## config.mk

```make
export PLATFORM = sky130hd
export DESIGN_NAME = serial_subtractor_flat
export DESIGN_NICKNAME = d
export VERILOG_FILES = /design/src/rtl/serial_subtractor_if.sv /design/src/rtl/serial_subtractor.sv /design/src/flat_wrapper.sv
export SDC_FILE = /design/constraint.sdc
export NUM_CORES = 1
export LEC_CHECK = 0
export ABC_AREA = 1
export CAP_MARGIN = 0
export CORE_MARGIN = 2
export CORE_UTILIZATION = 44
export CTS_BUF_LIST = sky130_fd_sc_hd__clkbuf_4 sky130_fd_sc_hd__clkbuf_8
export CTS_CLUSTER_SIZE = 40
export DETAILED_ROUTE_END_ITERATION = 10
export PLACE_DENSITY = 0.69
export SYNTH_ARGS = -nofsm -noshare
export SYNTH_HDL_FRONTEND = slang
export SYNTH_SLANG_ARGS = --single-unit
```

## constraint.sdc

```tcl
create_clock -name clk -period 1.9 [get_ports clk]
set_clock_uncertainty 0.15 [all_clocks]
set_input_delay 0.38 -clock clk [delete_from_list [all_inputs] [get_ports clk]]
set_output_delay 0.38 -clock clk [all_outputs]
set_load 0.02 [all_outputs]
```

## src/rtl/serial_subtractor_if.sv

```systemverilog
// serial_subtractor_if: start/done handshake bundle between a client
// and the bit-serial subtractor.
interface serial_subtractor_if #(
    parameter int N = 8
);
    logic         start;
    logic [N-1:0] a;
    logic [N-1:0] b;
    logic         bin;
    logic         busy;
    logic         done;
    logic [N-1:0] diff;
    logic         bout;
    logic         ovf;

    modport master (
        output start,
        output a,
        output b,
        output bin,
        input  busy,
        input  done,
        input  diff,
        input  bout,
        input  ovf
    );

    modport slave (
        input  start,
        input  a,
        input  b,
        input  bin,
        output busy,
        output done,
        output diff,
        output bout,
        output ovf
    );
endinterface

```

## src/rtl/serial_subtractor.sv

```systemverilog
// serial_subtractor: computes a - b - bin one bit per clock, LSB first,
// using a one-bit full subtractor, shift registers and an IDLE/RUN FSM.
module serial_subtractor #(
    parameter int N = 8
) (
    input  logic                clk,
    input  logic                rst,
    serial_subtractor_if.slave  bus
);

    localparam int CW = (N > 2) ? $clog2(N) : 1;

    typedef enum logic {
        S_IDLE = 1'b0,
        S_RUN  = 1'b1
    } state_t;

    state_t r_state;
    state_t w_state_next;

    logic [N-1:0]  r_a;
    logic [N-1:0]  r_b;
    logic          r_br;
    logic          r_a_msb;
    logic          r_b_msb;
    logic [CW-1:0] r_cnt;
    logic [N-1:0]  r_res;

    logic [N-1:0]  r_diff;
    logic          r_bout;
    logic          r_ovf;
    logic          r_done;

    logic          w_accept;
    logic          w_run;
    logic          w_last;
    logic          w_ai;
    logic          w_bi;
    logic          w_d;
    logic          w_br_next;
    logic [N-1:0]  w_res_next;
    logic          w_ovf;

    // One-bit full subtractor on the current LSBs of the operand shifters.
    always_comb begin
        w_ai       = r_a[0];
        w_bi       = r_b[0];
        w_d        = w_ai ^ w_bi ^ r_br;
        w_br_next  = (~w_ai & w_bi) | (~(w_ai ^ w_bi) & r_br);
        w_res_next = {w_d, r_res[N-1:1]};
        w_ovf      = (r_a_msb ^ r_b_msb) & (w_res_next[N-1] ^ r_a_msb);
    end

    // State register.
    always_ff @(posedge clk) begin
        if (rst) begin
            r_state <= S_IDLE;
        end else begin
            r_state <= w_state_next;
        end
    end

    // Next-state logic; start is only looked at while idle.
    always_comb begin
        w_state_next = r_state;
        w_accept     = 1'b0;
        w_run        = 1'b0;
        w_last       = 1'b0;
        unique case (r_state)
            S_IDLE: begin
                if (bus.start) begin
                    w_accept     = 1'b1;
                    w_state_next = S_RUN;
                end
            end
            S_RUN: begin
                w_run = 1'b1;
                if (r_cnt == CW'(N - 1)) begin
                    w_last       = 1'b1;
                    w_state_next = S_IDLE;
                end
            end
        endcase
    end

    // Operand capture and per-bit shifting of operands, borrow and result.
    always_ff @(posedge clk) begin
        if (rst) begin
            r_a     <= '0;
            r_b     <= '0;
            r_br    <= 1'b0;
            r_a_msb <= 1'b0;
            r_b_msb <= 1'b0;
            r_cnt   <= '0;
            r_res   <= '0;
        end else if (w_accept) begin
            r_a     <= bus.a;
            r_b     <= bus.b;
            r_br    <= bus.bin;
            r_a_msb <= bus.a[N-1];
            r_b_msb <= bus.b[N-1];
            r_cnt   <= '0;
            r_res   <= '0;
        end else if (w_run) begin
            r_a   <= r_a >> 1;
            r_b   <= r_b >> 1;
            r_br  <= w_br_next;
            r_res <= w_res_next;
            r_cnt <= r_cnt + CW'(1);
        end
    end

    // Result registers update only on the edge that finishes the last bit.
    always_ff @(posedge clk) begin
        if (rst) begin
            r_diff <= '0;
            r_bout <= 1'b0;
            r_ovf  <= 1'b0;
            r_done <= 1'b0;
        end else begin
            r_done <= w_last;
            if (w_last) begin
                r_diff <= w_res_next;
                r_bout <= w_br_next;
                r_ovf  <= w_ovf;
            end
        end
    end

    assign bus.busy = (r_state == S_RUN);
    assign bus.done = r_done;
    assign bus.diff = r_diff;
    assign bus.bout = r_bout;
    assign bus.ovf  = r_ovf;

endmodule

```

## src/flat_wrapper.sv

```systemverilog
// flat-port wrapper written by rule: the top's interface ports become plain ports
module serial_subtractor_flat 
#(
    parameter int N = 8
)
  (clk, rst, bus_start, bus_a, bus_b, bus_bin, bus_busy, bus_done, bus_diff, bus_bout, bus_ovf);
  serial_subtractor_if #(.N(N)) bus_i ();
  input  logic clk;
  input  logic rst;
  input wire logic [$bits(bus_i.start)-1:0] bus_start;
  input wire logic [$bits(bus_i.a)-1:0] bus_a;
  input wire logic [$bits(bus_i.b)-1:0] bus_b;
  input wire logic [$bits(bus_i.bin)-1:0] bus_bin;
  output wire logic [$bits(bus_i.busy)-1:0] bus_busy;
  output wire logic [$bits(bus_i.done)-1:0] bus_done;
  output wire logic [$bits(bus_i.diff)-1:0] bus_diff;
  output wire logic [$bits(bus_i.bout)-1:0] bus_bout;
  output wire logic [$bits(bus_i.ovf)-1:0] bus_ovf;
  assign bus_i.start = bus_start;
  assign bus_i.a = bus_a;
  assign bus_i.b = bus_b;
  assign bus_i.bin = bus_bin;
  assign bus_busy = bus_i.busy;
  assign bus_done = bus_i.done;
  assign bus_diff = bus_i.diff;
  assign bus_bout = bus_i.bout;
  assign bus_ovf = bus_i.ovf;
  serial_subtractor #(.N(N)) u_core (.clk(clk), .rst(rst), .bus(bus_i));
endmodule
```

==> summary.txt, run 1 <==
Run status
  – Status: finished, final reports clean

GRT
  – Largest net degree at the start of global routing: 31
  – Vias in the first global route: 1297
  – Initial antenna violation count: 0
  – First-pass GRT wire length: 5520 um
  – GRT Residual Overflow: 0
  – Global-route usage over all layers: 16.7%

Worst setup path
  – CP Data Required Time: 1.37 ns
  – CP cell instances: clkdlybuf4s50_1
  – Signal arrival time at the worst endpoint: 1.24 ns
  – Crit-path leading delay family: buffers and inverters
  – WS Path Type: register to output port
  – Slowest CP cell: clkdlybuf4s50_1
  – Worst Setup End Kind: output port
  – Critical Path Start Type: register
  – Worst-path fanout max: 2
  – Slowest Stage Delay on Critical Path: 0.60 ns
  – Crit path buffers/inverters: 1

Die
  – Starting Density: 46.0%
  – Core area: 3690 sq um
  – Rows: 22
  – Die height: 66.1 um
  – Die area: 4370 sq um
  – Die W: 66.1 um
  – Num ports: 32

Drt
  – DR WL/cell: 10.0 um
  – Post-route ant nets: 0
  – Initial DRC count: 73
  – Vias per inst: 4.65
  – DR vias: 1454
  – Drt total wl: 3140 um
  – DR DRC count: 0
  – Drt pass-1 iters: 4

Synthesis
  – Synthesized area per cell: 7.31 sq um
  – Post-synth cell types: 18
  – Mapped Cells: 232
  – Post-Syn Nets: 255
  – Sequential area share after synthesis: 48.4%
  – Synth warn: 0
  – Post-Syn Area: 1700 sq um
  – Yosys reg bits: 41

Final layout
  – Filler cells: 352
  – Share of cells above drive strength 1: 7.17%
  – Non-Filler Instances: 313
  – Synthesis-to-finish area growth: 26.6%
  – Nets: 287
  – Post-layout util: 58.2%
  – N_diodes: 0

Clocking
  – Resized Gates After CTS: 0
  – Clock insertion delay at the later pin of the skew report: 0.29 ns
  – CTS Hold Buffers Added: 0
  – H-tree levels: 2
  – Clk Tree Root Cell: clkbuf_8
  – CTS tree: built
  – Reg clk slew, reported paths: 0.08 ns
  – Clock Tree Buf Depth: 2
  – # Post-CTS Setup Buffers: 0
  – CTS Sinks: 41
  – Inserted Clock Buffers: 5

STA
  – Setup violators final: 0
  – Setup_tns: 0 ns
  – Slew Limit Headroom: 71.4%
  – Worst Tran Pin Value: 0.428 ns
  – RSZ-0062 raised after global routing: no
  – Slew Viols, Final: 0
  – Tcrit/Tclk final: 92.9%
  – Tmin final: 1.77 ns
  – Max Freq: 566 MHz
  – Final Hold Fails: 0

Hold path
  – Hold Path Class: register to register

Power
  – Pwr dens: 843 nW/um^2
  – Peak VDD IR: 446 uV
  – Lkg Pwr: 1.02 nW

Placement
  – DP Cell Count: 305
  – Post-DP HPWL: 2140 um
  – GP Congestion: 0.711
  – # port buffers: 31

Run
  – Max capacitance violation total: 0
==> report_power, final <==
| part | internal [mW] | switching (mW) |
|---|---|---|
| sequential | 0.888 | 0.0152 |
| clock | 0.427 | 0.292 |
| combinational | 0.0864 | 0.102 |
| total | 1.40 | 0.409 |
==> registers in the layout, summed over array words and instances (netlist names) <==
| name | flops |
|---|---|
| u_core.r_b_msb | 1 |
| u_core.bus.done | 1 |
| u_core.r_b | 8 |
| u_core.r_a_msb | 1 |
| u_core.r_br | 1 |
| u_core.bus.ovf | 1 |
| u_core.bus.busy | 1 |
| u_core.r_res | 7 |
| u_core.bus.bout | 1 |
| u_core.bus.diff | 8 |
| u_core.r_a | 8 |
| u_core.r_cnt | 3 |
==> final timing paths <==
path              depth (start not counted)                  to                from  slack [ns]
setup / recovery                          1            bus_bout     u_core.bus.bout        0.13
hold / removal                            2  u_core.bus.diff[2]  u_core.bus.diff[2]        0.30
setup reg to reg                          6      u_core.bus.ovf     u_core.r_cnt[0]        0.36
hold reg to reg                           2  u_core.bus.diff[2]  u_core.bus.diff[2]        0.30
==> metal layers <==
layer | up-vias | GRT usage, % | wire [um]
met5 | - | 0 | 0
met4 | 0 | 7.65 | 34
met3 | 2 | 5.11 | 174
met2 | 39 | 26.1 | 1360
met1 | 632 | 21.0 | 1570
li1 | 781 | - | -
==> cells by family after synthesis <==
kind of cell | synth area share (%)
simple gates | 34.1
flops | 48.4
buf+inv | 10.2
compound gates | 4.06
fa+ha+maj | 2.65
xor+xnor | 0.516
==> synthesized netlist by cell type <==
master	n	share of area, %
a21oi_1	9	2.7
buf_2	7	2.1
buf_4	2	0.88
buf_6	3	2.0
dfxtp_1	41	48
fa_1	1	1.2
ha_1	2	1.5
inv_1	23	5.1
inv_2	1	0.22
nand2_1	97	21
nand2_4	1	0.66
nand3_1	35	10
nor2_1	3	0.66
nor2_2	1	0.37
nor2_4	1	0.66
o21ai_0	3	0.88
o21ai_2	1	0.52
xnor2_1	1	0.52
==> through the flow <==
step	worst slack (ns)	power [mW]	instance area [sq um]	hold slack [ns]
3_5_place_dp	0.157	1.11	2030	0.286
2_1_floorplan	0.517	1.04	1700	0.276
5_1_grt	0.0699	1.89	2150	0.322
6_report	0.134	1.81	2150	0.298
3_3_place_gp	0.180	1.11	2030	0.283
4_1_cts	0.110	1.83	2150	0.302
==> cell type report <==
cell class                 count  area, sq um  area share (%)
multi-input combinational    155          702            32.7
sequential                    41          821            38.2
tap                           48         60.1            2.80
timing repair buffer          37          355            16.5
clock buffer                   6         82.6            3.84
clock inverter                 2         37.5            1.75
inverter                      24         90.1            4.19
==> layout by cell type (no fill, tap or decap), drive strengths merged <==
master         Yosys  final
inv               24     24
o21ai              4      4
dfxtp             41     41
clkbuf             0      6
nand2             98     98
nand3             35     35
bufinv             0      1
ha                 2      2
clkinvlp           0      1
buf               12      6
nor2               5      5
xnor2              1      1
a21oi              9      9
clkdlybuf4s50      0     31
fa                 1      1
Note: power is estimated with default switching activity, not from simulation.
==> inputs of run 2 (changes only) <==
- ABC_AREA: 1 -> unset
- SKIP_LAST_GASP: unset -> 1
==> summary.txt, run 2 <==
Die
  – Rows: 22 (unchanged)
  – Die height: 66.7 um (+0.90%)
  – Num ports: 32 (unchanged)
  – Die area: 4450 sq um (+1.8%)
  – Starting Density: 46.5% (+0.53 points)
  – Core area: 3720 sq um (+0.75%)
  – Die W: 66.7 um (+0.90%)

Worst setup path
  – RR Startpoint: u_core.r_b[0]
  – Signal arrival time at the worst endpoint: 1.29 ns (+0.05 ns)
  – CP Data Required Time: 1.37 ns (about the same)
  – Slowest Stage Delay on Critical Path: 0.62 ns (+0.02 ns)
  – Critical Path Start Type: register
  – R2R cell count: 5 (-1)
  – Worst-path fanout max: 2 (unchanged)
  – WS Path Type: register to output port
  – CP cell instances: clkdlybuf4s50_1
  – R2R Setup Slk: 0.13 ns (-0.23 ns)
  – Crit-path leading delay family: buffers and inverters
  – Crit path buffers/inverters: 1 (unchanged)
  – Reg2Reg Capture Point: u_core.bus.ovf
  – Worst Setup End Kind: output port
  – Slowest CP cell: clkdlybuf4s50_1

GRT
  – Largest net degree at the start of global routing: 34 (+9.7%)
  – Initial antenna violation count: 0 (unchanged)
  – Global-route usage over all layers: 17.8% (+1.1 points)
  – GRT Residual Overflow: 0 (unchanged)
  – Vias in the first global route: 1266 (-2.4%)
  – First-pass GRT wire length: 5810 um (+5.2%)

Final layout
  – Commonest non-fill, non-tap cell in the layout: dfxtp_1
  – Nets: 231 (-20%)
  – Synthesis-to-finish area growth: 28.3%
  – Most frequent cells in the layout: 41 x dfxtp_1, 31 x clkdlybuf4s50_1, 28 x nor2_1, 25 x mux2i_1, 21 x nand2_1
  – Post-layout util: 59.7% (+1.5 points)
  – Share of cells above drive strength 1: 14.9% (+7.7 points)
  – N_diodes: 0 (unchanged)

Synthesis
  – Most frequent cell after synthesis: dfxtp_1
  – Synth Flop Type: dfxtp_1
  – Synth top cells by count: 41 x dfxtp_1, 28 x nor2_1, 25 x mux2i_1
  – Post-synth ARST share: 0% (unchanged)
  – Synth warn: 0 (unchanged)
  – Yosys reg bits: 41 (unchanged)
  – Post-Syn Area: 1730 sq um (+1.9%)
  – Synth area leader: dfxtp_1
  – Post-synth cell types: 23 (+5)
  – Sequential area share after synthesis: 47.5% (-0.91 points)
  – Synthesized area per cell: 10.1 sq um (+38%)
  – Number of synthesized flops with an enable pin: 0 (unchanged)
  – Mapped Cells: 171 (-26%)
  – Synth top area share: 47.5% (-0.91 points)
  – Top post-synthesis cells by area: dfxtp_1 47%, mux2i_1 14%, nor2_1 6.1%, mux2_2 5.2%, mux2_4 5.2%
  – Post-Syn Nets: 194 (-24%)

Clocking
  – CTS Hold Buffers Added: 0 (unchanged)
  – Clock insertion delay at the later pin of the skew report: 0.29 ns (about the same)
  – Inserted Clock Buffers: 5 (unchanged)
  – CTS tree: built
  – H-tree levels: 2 (unchanged)
  – Clock Tree Buf Depth: 2 (unchanged)
  – CTS Sinks: 41 (unchanged)
  – Clk Tree Root Cell: clkbuf_8
  – # Post-CTS Setup Buffers: 0 (unchanged)
  – Reg clk slew, reported paths: 0.07 ns (about the same)
  – Resized Gates After CTS: 0 (unchanged)

STA
  – Fin worst setup slack: 0.0785 ns (-0.0557 ns)
  – Setup violators final: 0 (unchanged)
  – Tcrit/Tclk final: 95.9% (+2.9 points)
  – Tmin final: 1.82 ns (+0.0557 ns)
  – Slew Viols, Final: 0 (unchanged)
  – RSZ-0062 raised after global routing: no
  – Max Freq: 549 MHz (-3.1%)
  – Slew Limit Headroom: 82.0% (+11 points)
  – Final Hold Fails: 0 (unchanged)
  – Worst Tran Pin Value: 0.270 ns (-0.158 ns)

Placement
  – Post-DP HPWL: 2440 um (+14%)
  – Place WS: -0.0431 ns (-0.200 ns)
  – GP Congestion: 0.700 (-1.6%)
  – # port buffers: 31 (unchanged)

Drt
  – Vias per inst: 4.95 (+6.5%)
  – DR WL/cell: 13.0 um (+30%)
  – Post-route ant nets: 0 (unchanged)
  – DR vias: 1267 (-13%)
  – Drt total wl: 3340 um (+6.2%)
  – Initial DRC count: 71 (-2.7%)
  – DR DRC count: 0 (unchanged)
  – Drt pass-1 iters: 4 (unchanged)

Hold path
  – Hold Path Class: register to register
  – Worst hold path startpoint: u_core.bus.diff[2]
  – Hold Crit Depth: 2 (unchanged)
  – WHS Endpoint: u_core.bus.diff[2]

Run status
  – Status: finished, final reports clean

Power
  – Peak VDD IR: 428 uV (-4.2%)
  – Pwr dens: 821 nW/um^2 (-2.6%)
  – Lkg Pwr: 0.874 nW (-14%)

Run
  – Max capacitance violation total: 0 (unchanged)
==> run 2: cell count changes after synthesis, moves of 6 or more <==
cell,before,now
nand2_1,97,21
nand3_1,35,0
mux2i_1,0,25
nor2_1,3,28
inv_1,23,2
mux2_2,0,8
mux2_4,0,6
==> run 2: area by class of cell <==
cell class | instances | area, sq um
multi-input combinational | 117 | 816
timing repair buffer | 41 | 410
tap | 48 | 60.1
sequential | 41 | 821
clock inverter | 2 | 35.0
inverter | 2 | 7.51
clock buffer | 5 | 68.8
fill | 336 | 1500
==> run 2: per-layer routing <==
metal	share of wire (%)	track usage (%)
met1	44	21.2
met2	50	30.3
met3	5.0	5.57
met4	1.5	6.12
met5	0	0
==> run 2: metrics by stage <==
stage | instance area, sq um | instances | total power, mW | hold slack, ns | setup TNS [ns]
6_report | 2220 | 256 | 1.82 | 0.303 | 0
5_1_grt | 2220 | 256 | 1.91 | 0.346 | 0
4_1_cts | 2220 | 256 | 1.84 | 0.306 | 0
3_5_place_dp | 2110 | 249 | 1.17 | 0.296 | -0.105
3_3_place_gp | 2110 | 249 | 1.16 | 0.291 | 0
2_1_floorplan | 1730 | 171 | 1.09 | 0.281 | 0
==> run 2: kinds of logic (layout without fill, tap and decap cells) <==
family	after synthesis	count (layout)	synth area share, %
XOR/XNOR	1	1	0.507
AO/OA/AOI/OAI	15	15	4.99
multiplexers	39	39	24.9
adder cells (fa/ha/maj)	3	3	2.60
buffers and inverters	13	50	5.35
AND/OR/NAND/NOR	59	59	14.2
flip-flops	41	41	47.5
==> run 2: worst max path at each step <==
stage                               start              to  slack (ns)  depth (start not counted)
final                     u_core.bus.busy        bus_busy        0.08                          1
after global routing      u_core.bus.busy        bus_busy        0.01                          1
after CTS                 u_core.bus.busy        bus_busy        0.05                          1
after detailed placement        bus_start     u_core.r_br       -0.04                          5
after global placement          bus_start   u_core.r_b[2]       0.003                          5
after floorplan             u_core.r_b[0]  u_core.bus.ovf        0.29                          5
==> run 2: power by group <==
| part | total (mW) | internal, mW | leakage (nW) | switching, mW |
|---|---|---|---|---|
| registers | 0.913 | 0.892 | 0.334 | 0.0213 |
| clock network | 0.667 | 0.382 | 0.0540 | 0.285 |
| logic | 0.240 | 0.139 | 0.487 | 0.101 |
